<file path="config.mk">
export PLATFORM = sky130hd
export DESIGN_NAME = mac_accum_stage
export DESIGN_NICKNAME = d
export VERILOG_FILES = /design/src/rtl/mac_pkg.sv /design/src/rtl/mac_addsub.sv /design/src/rtl/mac_accum_stage.sv
export SDC_FILE = /design/constraint.sdc
export NUM_CORES = 1
export LEC_CHECK = 0
export ABC_AREA = 1
export BUFFER_PORTS_ARGS = -buffer_cell sky130_fd_sc_hd__buf_4
export CORE_MARGIN = 2
export CORE_UTILIZATION = 35
export DETAILED_ROUTE_END_ITERATION = 7
export SETUP_SLACK_MARGIN = 0.2
export SLEW_MARGIN = 10
export SYNTH_ARGS = -nofsm -noshare
export SYNTH_HDL_FRONTEND = slang
export SYNTH_SLANG_ARGS = --single-unit
</file>
<file path="constraint.sdc">
create_clock -name CLK -period 2.3 [get_ports CLK]
set_input_delay 0.115 -clock CLK [delete_from_list [all_inputs] [get_ports CLK]]
set_output_delay 0.115 -clock CLK [all_outputs]
set_load 0.02 [all_outputs]
</file>
<file path="src/rtl/mac_pkg.sv">
// Shared definitions for the MAC datapath: default width, add/sub encodings,
// signed saturation limits and the control bundle carried through the input stage.
package mac_pkg;

   localparam int MAC_WIDTH = 16;

   localparam logic MAC_OP_ADD = 1'b0;
   localparam logic MAC_OP_SUB = 1'b1;

   localparam logic [MAC_WIDTH-1:0] MAC_SMAX = 16'h7FFF;
   localparam logic [MAC_WIDTH-1:0] MAC_SMIN = 16'h8000;

   typedef struct packed {
      logic load;
      logic hold;
      logic acc_en;
      logic addsub;
      logic ci;
   } mac_ctrl_t;

endpackage

</file>
<file path="src/rtl/mac_addsub.sv">
// Combinational add/subtract core: sum, carry/borrow-out and signed overflow event.
module mac_addsub
   import mac_pkg::*;
#(
   parameter int WIDTH = MAC_WIDTH
) (
   input  logic [WIDTH-1:0] i_a,
   input  logic [WIDTH-1:0] i_b,
   input  logic             i_addsub,
   input  logic             i_ci,
   output logic [WIDTH-1:0] o_s,
   output logic             o_co,
   output logic             o_ovf_s
);

   logic             w_sub;
   logic [WIDTH-1:0] w_b;
   logic             w_cin;
   logic [WIDTH:0]   w_sum;

   assign w_sub = (i_addsub == MAC_OP_SUB);
   assign w_b   = w_sub ? ~i_b : i_b;
   assign w_cin = w_sub ? ~i_ci : i_ci;
   assign w_sum = {1'b0, i_a} + {1'b0, w_b} + {{WIDTH{1'b0}}, w_cin};

   assign o_s  = w_sum[WIDTH-1:0];
   // Subtract reports borrow, i.e. the inverted carry of A + ~B + ~CI.
   assign o_co = w_sum[WIDTH] ^ w_sub;
   assign o_ovf_s = (i_a[WIDTH-1] == w_b[WIDTH-1]) && (w_sum[WIDTH-1] != i_a[WIDTH-1]);

endmodule

</file>
<file path="src/rtl/mac_accum_stage.sv">
// Accumulator/output stage of the MAC datapath: optional input register, LOAD/HOLD/accumulate
// priority, carry and sticky overflow. Define MAC_ACCUM_SAT_EN to clamp on overflow events.
module mac_accum_stage
   import mac_pkg::*;
#(
   parameter int WIDTH  = MAC_WIDTH,
   parameter bit IN_REG = 1'b1,
   parameter bit SIGNED = 1'b0
) (
   input  logic             CLK,
   input  logic             RSTN,
   input  logic             CE,
   input  logic             VALID_IN,
   input  logic [WIDTH-1:0] ADDER_A,
   input  logic [WIDTH-1:0] ADDER_B_MUX,
   input  logic [WIDTH-1:0] LOAD_DATA,
   input  logic             ACC_EN,
   input  logic             ADDSUB,
   input  logic             CI,
   input  logic             LOAD,
   input  logic             HOLD,
   output logic [WIDTH-1:0] O,
   output logic             CO,
   output logic             OVF,
   output logic             VALID_OUT
);

   mac_ctrl_t        w_ctrl_in;
   mac_ctrl_t        w_ctrl;
   logic             w_vld;
   logic [WIDTH-1:0] w_a;
   logic [WIDTH-1:0] w_b;
   logic [WIDTH-1:0] w_ld;

   logic [WIDTH-1:0] r_o;
   logic             r_co;
   logic             r_ovf;
   logic             r_vld_out;

   assign w_ctrl_in = '{load: LOAD, hold: HOLD, acc_en: ACC_EN, addsub: ADDSUB, ci: CI};

   generate
      if (IN_REG) begin : g_in_reg
         logic             r_vld;
         logic [WIDTH-1:0] r_a;
         logic [WIDTH-1:0] r_b;
         logic [WIDTH-1:0] r_ld;
         mac_ctrl_t        r_ctrl;

         always_ff @(posedge CLK or negedge RSTN) begin
            if (!RSTN) begin
               r_vld  <= 1'b0;
               r_a    <= '0;
               r_b    <= '0;
               r_ld   <= '0;
               r_ctrl <= '0;
            end else if (CE) begin
               r_vld  <= VALID_IN;
               r_a    <= ADDER_A;
               r_b    <= ADDER_B_MUX;
               r_ld   <= LOAD_DATA;
               r_ctrl <= w_ctrl_in;
            end
         end

         assign w_vld  = r_vld;
         assign w_a    = r_a;
         assign w_b    = r_b;
         assign w_ld   = r_ld;
         assign w_ctrl = r_ctrl;
      end else begin : g_in_comb
         assign w_vld  = VALID_IN;
         assign w_a    = ADDER_A;
         assign w_b    = ADDER_B_MUX;
         assign w_ld   = LOAD_DATA;
         assign w_ctrl = w_ctrl_in;
      end
   endgenerate

   // Operation stage: feedback takes O as it stands at this edge, so accumulation has no bubble.
   logic [WIDTH-1:0] w_a_op;
   logic [WIDTH-1:0] w_s;
   logic             w_co;
   logic             w_ovf_s;
   logic             w_evt;
   logic [WIDTH-1:0] w_res;

   assign w_a_op = w_ctrl.acc_en ? r_o : w_a;

   mac_addsub #(.WIDTH(WIDTH)) u_addsub (
      .i_a      (w_a_op),
      .i_b      (w_b),
      .i_addsub (w_ctrl.addsub),
      .i_ci     (w_ctrl.ci),
      .o_s      (w_s),
      .o_co     (w_co),
      .o_ovf_s  (w_ovf_s)
   );

   assign w_evt = SIGNED ? w_ovf_s : w_co;

`ifdef MAC_ACCUM_SAT_EN
   localparam logic [WIDTH-1:0] L_SMAX = (WIDTH == MAC_WIDTH) ? WIDTH'(MAC_SMAX) : {1'b0, {(WIDTH-1){1'b1}}};
   localparam logic [WIDTH-1:0] L_SMIN = (WIDTH == MAC_WIDTH) ? WIDTH'(MAC_SMIN) : {1'b1, {(WIDTH-1){1'b0}}};

   // Signed overflow direction follows A's sign, since A and B' shared it.
   function automatic logic [WIDTH-1:0] f_clamp(input logic [WIDTH-1:0] s, input logic evt,
                                                input logic sub, input logic a_msb);
      if (!evt) return s;
      if (SIGNED) return a_msb ? L_SMIN : L_SMAX;
      return sub ? '0 : '1;
   endfunction

   assign w_res = f_clamp(w_s, w_evt, (w_ctrl.addsub == MAC_OP_SUB), w_a_op[WIDTH-1]);
`else
   assign w_res = w_s;
`endif

   // Output stage: LOAD beats HOLD beats accumulate, only on valid enabled edges.
   always_ff @(posedge CLK or negedge RSTN) begin
      if (!RSTN) begin
         r_o       <= '0;
         r_co      <= 1'b0;
         r_ovf     <= 1'b0;
         r_vld_out <= 1'b0;
      end else if (CE) begin
         r_vld_out <= w_vld;
         if (w_vld) begin
            if (w_ctrl.load) begin
               r_o   <= w_ld;
               r_co  <= 1'b0;
               r_ovf <= 1'b0;
            end else if (!w_ctrl.hold) begin
               r_o   <= w_res;
               r_co  <= w_co;
               r_ovf <= r_ovf | w_evt;
            end
         end
      end
   end

   assign O         = r_o;
   assign CO        = r_co;
   assign OVF       = r_ovf;
   assign VALID_OUT = r_vld_out;

endmodule

</file>
==> load_flow_metrics.sql <==
INSERT INTO impl_metrics (metric_group, metric, value, unit) VALUES
('logic_synthesis', 'synth_simple_gate_area_share', '18.0', '%'),
('timing', 'finalHoldViolations', '0', ''),
('layout', 'share_of_the_core_filled_with_cells_in_the_final_layout', '50.4', '%'),
('grt', 'grt_start_max_net_pins', '74', ''),
('floorplanning', 'core_area', '11500', 'um2'),
('drt', 'routed_vias_inst', '4.69', ''),
('worst_setup_path', 'crit_path_top_delay_cell', 'sky130_fd_sc_hd__dfrtp_2', ''),
('timing', 'worst_slew_margin_rel', '36.7', '%'),
('layout', 'syn_to_final_growth', '40.0', '%'),
('clock_network', 'clock_sinks', '73', ''),
('grt', 'global_route.overflow_total', '0', ''),
('floorplanning', 'num_io_pins', '76', ''),
('logic_synthesis', 'synth_seq_cells', '73', ''),
('clock_network', 'cts.root.buffer_cell', 'sky130_fd_sc_hd__clkbuf_16', ''),
('clock_network', 'h-tree-depth', '3', ''),
('worst_setup_path', 'ff2ff_path_depth', '13', ''),
('logic_synthesis', 'synth_largest_area_cell', 'sky130_fd_sc_hd__dfrtp_1', ''),
('timing', 'setup_slack_of_the_critical_path_after_layout', '0.119', 'ns'),
('floorplanning', 'initial_core_util', '36.0', '%'),
('worst_setup_path', 'path_depth', '13', ''),
('drt', 'firstDrtPassIters', '4', ''),
('clock_network', 'cts-root-to-sink-buffers', '2', ''),
('worst_setup_path', 'worst_ep_required_time', '2.53', 'ns'),
('drt', 'post_route_ant_nets', '0', ''),
('layout', 'finish.net_count', '691', ''),
('logic_synthesis', 'main_combinational_cell_family_by_area_after_synthesis', 'simple AND/OR/NAND/NOR gates', ''),
('worst_setup_path', 'cp_cell_sequence', 'xnor2_4, fa_2, fa_2, inv_2, nand2_2, nand2_2, nand3_2, nand2_2, nand2_2, nand2_1, nand2_1, nand3_2, nand2_1', ''),
('timing', 'final.setup.tns', '0', 'ns'),
('logic_synthesis', 'netlist_area_before_placement', '4130', 'um2'),
('drt', 'detail_route.wl_per_cell', '14.1', 'um'),
('worst_setup_path', 'critical_path.top_delay_family', 'adder cells', ''),
('drt', 'dr.first_iter.drc_count', '190', ''),
('placement', 'place.port_buffers', '75', ''),
('pwr', 'vdd_drop_max', '522', 'uV'),
('grt', 'track_usage', '17.9', '%'),
('floorplanning', 'floorplan.die.height', '113', 'um'),
('drt', 'dr_total_vias', '3591', ''),
('timing', 'drv_slew', '0', ''),
('logic_synthesis', 'ys.warnings.count', '0', ''),
('logic_synthesis', 'post_synth_xor_area_fraction', '4.24', '%'),
('placement', 'dp.final_hpwl', '7670', 'um'),
('logic_synthesis', 'seq_area_frac_synth', '44.2', '%'),
('drt', 'drc_errors', '0', ''),
('worst_setup_path', 'worstSetupEndpoint', 'CO$_DFFE_PN0P_', ''),
('worst_setup_path', 'startpoint', 'g_in_reg.r_ctrl[1]$_DFFE_PN0P_', ''),
('logic_synthesis', 'synth.area.top_cells', 'sky130_fd_sc_hd__dfrtp_1 44%, sky130_fd_sc_hd__nand2_1 13%, sky130_fd_sc_hd__mux2_2 9.5%', ''),
('outcome', 'outcome', 'finished clean', ''),
('min_path', 'hold_start', 'ADDER_B_MUX[15]', ''),
('flow_run', 'max_cap_violations', '0', ''),
('worst_setup_path', 'reg2reg_from', 'g_in_reg.r_ctrl[1]$_DFFE_PN0P_', ''),
('layout', 'layout-drive-gt1-share', '30.9', '%'),
('pwr', 'design_power_total', '5.46', 'mW'),
('worst_setup_path', 'worstSetupStartpointType', 'flip-flop', ''),
('layout', 'mostFrequentLayoutCells', '127 x sky130_fd_sc_hd__nand2_1, 88 x sky130_fd_sc_hd__buf_4, 71 x sky130_fd_sc_hd__dfrtp_1', ''),
('grt', 'number_of_antenna_violations_at_the_first_check_in_global_routing', '0', ''),
('clock_network', 'cts_tree', 'yes', ''),
('pwr', 'total_leakage_power', '2.94', 'nW'),
('grt', 'grt_pass1_wl', '17700', 'um'),
('worst_setup_path', 'crit_fanout', '4', ''),
('layout', 'num_antenna_cells', '0', ''),
('worst_setup_path', 'r2r_setup_slk', '0.12', 'ns'),
('logic_synthesis', 'netlist_instances', '489', ''),
('floorplanning', 'fp-row-count', '39', ''),
('timing', 'timing.fmax', '458', 'MHz'),
('drt', 'wirelength', '10800', 'um'),
('floorplanning', 'dieArea', '12700', 'um2'),
('placement', 'pre_cts_setup_slack', '0.0732', 'ns'),
('timing', 'setup_viol', '0', ''),
('layout', 'fillers', '1059', ''),
('clock_network', 'worstSkewPairLatency', '0.34', 'ns'),
('logic_synthesis', 'synthesis.area_per_instance', '8.44', 'um2');
## registers in the layout (all words and copies together), names as in the netlist
register,flops
g_in_reg.r_ctrl,5
O,16
g_in_reg.r_ld,16
CO,1
g_in_reg.r_a,16
OVF,1
g_in_reg.r_vld,1
g_in_reg.r_b,16
VALID_OUT,1
## metal layers
metal  track usage, %  vias to the layer above  part of all wire, %
li1                 -                     1820                    -
met1             23.7                     1689                   47
met2             28.8                       70                   48
met3             5.29                       12                  3.9
met4             5.04                        0                  1.1
met5                0                        -                    0
## what timing repair did
item                                    in CTS  in global routing
setup buffers                                3                  7
hold endpoints to repair                   111                  2
resized for setup                           11                 37
hold buffers                                39                  2
pin swaps                                    3                 11
endpoints found under the setup margin      11                 14
## kinds of logic (layout without fill, tap and decap cells)
family                     Yosys count  count (layout)
buffers and inverters               88             221
xor gates and xnor gates            20              20
and+or+nand+nor                    184             184
adders and majority gates           17              17
AOI/OAI and AO/OA                   72              72
DFF                                 73              73
muxes                               35              35
## cells in the mapped netlist
master                     instances
sky130_fd_sc_hd__or2_1             1
sky130_fd_sc_hd__xor2_1           17
sky130_fd_sc_hd__and2_1            2
sky130_fd_sc_hd__or2_2             2
sky130_fd_sc_hd__nand4_1           1
sky130_fd_sc_hd__inv_2             3
sky130_fd_sc_hd__ha_1             15
sky130_fd_sc_hd__a21oi_2           2
sky130_fd_sc_hd__o21ai_0          39
sky130_fd_sc_hd__buf_4             4
sky130_fd_sc_hd__nand2_2           1
sky130_fd_sc_hd__buf_2             6
sky130_fd_sc_hd__nand3_1          19
sky130_fd_sc_hd__o21ai_1           4
sky130_fd_sc_hd__nand2_1         143
sky130_fd_sc_hd__a22oi_1          15
sky130_fd_sc_hd__xnor2_1           3
sky130_fd_sc_hd__a21oi_1          11
sky130_fd_sc_hd__inv_1            70
sky130_fd_sc_hd__mux2_2           35
sky130_fd_sc_hd__fa_1              2
sky130_fd_sc_hd__o221ai_1          1
sky130_fd_sc_hd__dfrtp_1          73
sky130_fd_sc_hd__nor2_2            1
sky130_fd_sc_hd__nand3b_1          1
sky130_fd_sc_hd__nor2_1            9
sky130_fd_sc_hd__nor3_1            4
sky130_fd_sc_hd__clkbuf_1          5
## metrics by stage
step,area (um2),hold WS (ns),std cells
after detailed placement,4870,0.326,698
after global placement,4870,0.322,698
after floorplan,4180,-0.181,489
after CTS,5610,0.0000244,756
final,5780,0.0111,765
after global routing,5780,0.00123,765
## how the worst min path moves through the flow
stage / endpoint / slack (ns) / cells after the start
floorplan: CO$_DFFE_PN0P_ / -0.18 / 0
global placement: O[14]$_DFFE_PN0P_ / 0.32 / 1
detailed placement: g_in_reg.r_ld[12]$_DFFE_PN0P_ / 0.33 / 1
CTS: g_in_reg.r_ld[3]$_DFFE_PN0P_ / 0.00002 / 2
global route: g_in_reg.r_ld[8]$_DFFE_PN0P_ / 0.001 / 2
finish: g_in_reg.r_b[15]$_DFFE_PN0P_ / 0.01 / 2
## worst reg2reg max path: cells and delay by family, from the launching register on
family | cells | cell delay, ns
and+or+nand+nor | 9 | 0.58
buffers and inverters | 1 | 0.07
xor gates and xnor gates | 1 | 0.15
adders and majority gates | 2 | 0.79
DFF | 1 | 0.47
## final cells by class
class	count	area (um2)	share of cell area (%)
Multi-Input combinational cell	328	2090	36.1
Sequential cell	73	1830	31.6
Timing Repair Buffer	132	1100	19.1
Inverter	73	274	4.74
Clock buffer	11	253	4.37
Tap cell	143	179	3.10
Clock inverter	5	53.8	0.931
## where the power goes
part	switching (mW)	internal [mW]	total, mW
clock network	0.549	0.895	1.44
registers	0.203	1.52	1.72
logic	1.29	1.00	2.29
total	2.04	3.42	5.46
Note: power is estimated with default switching activity, not from simulation.
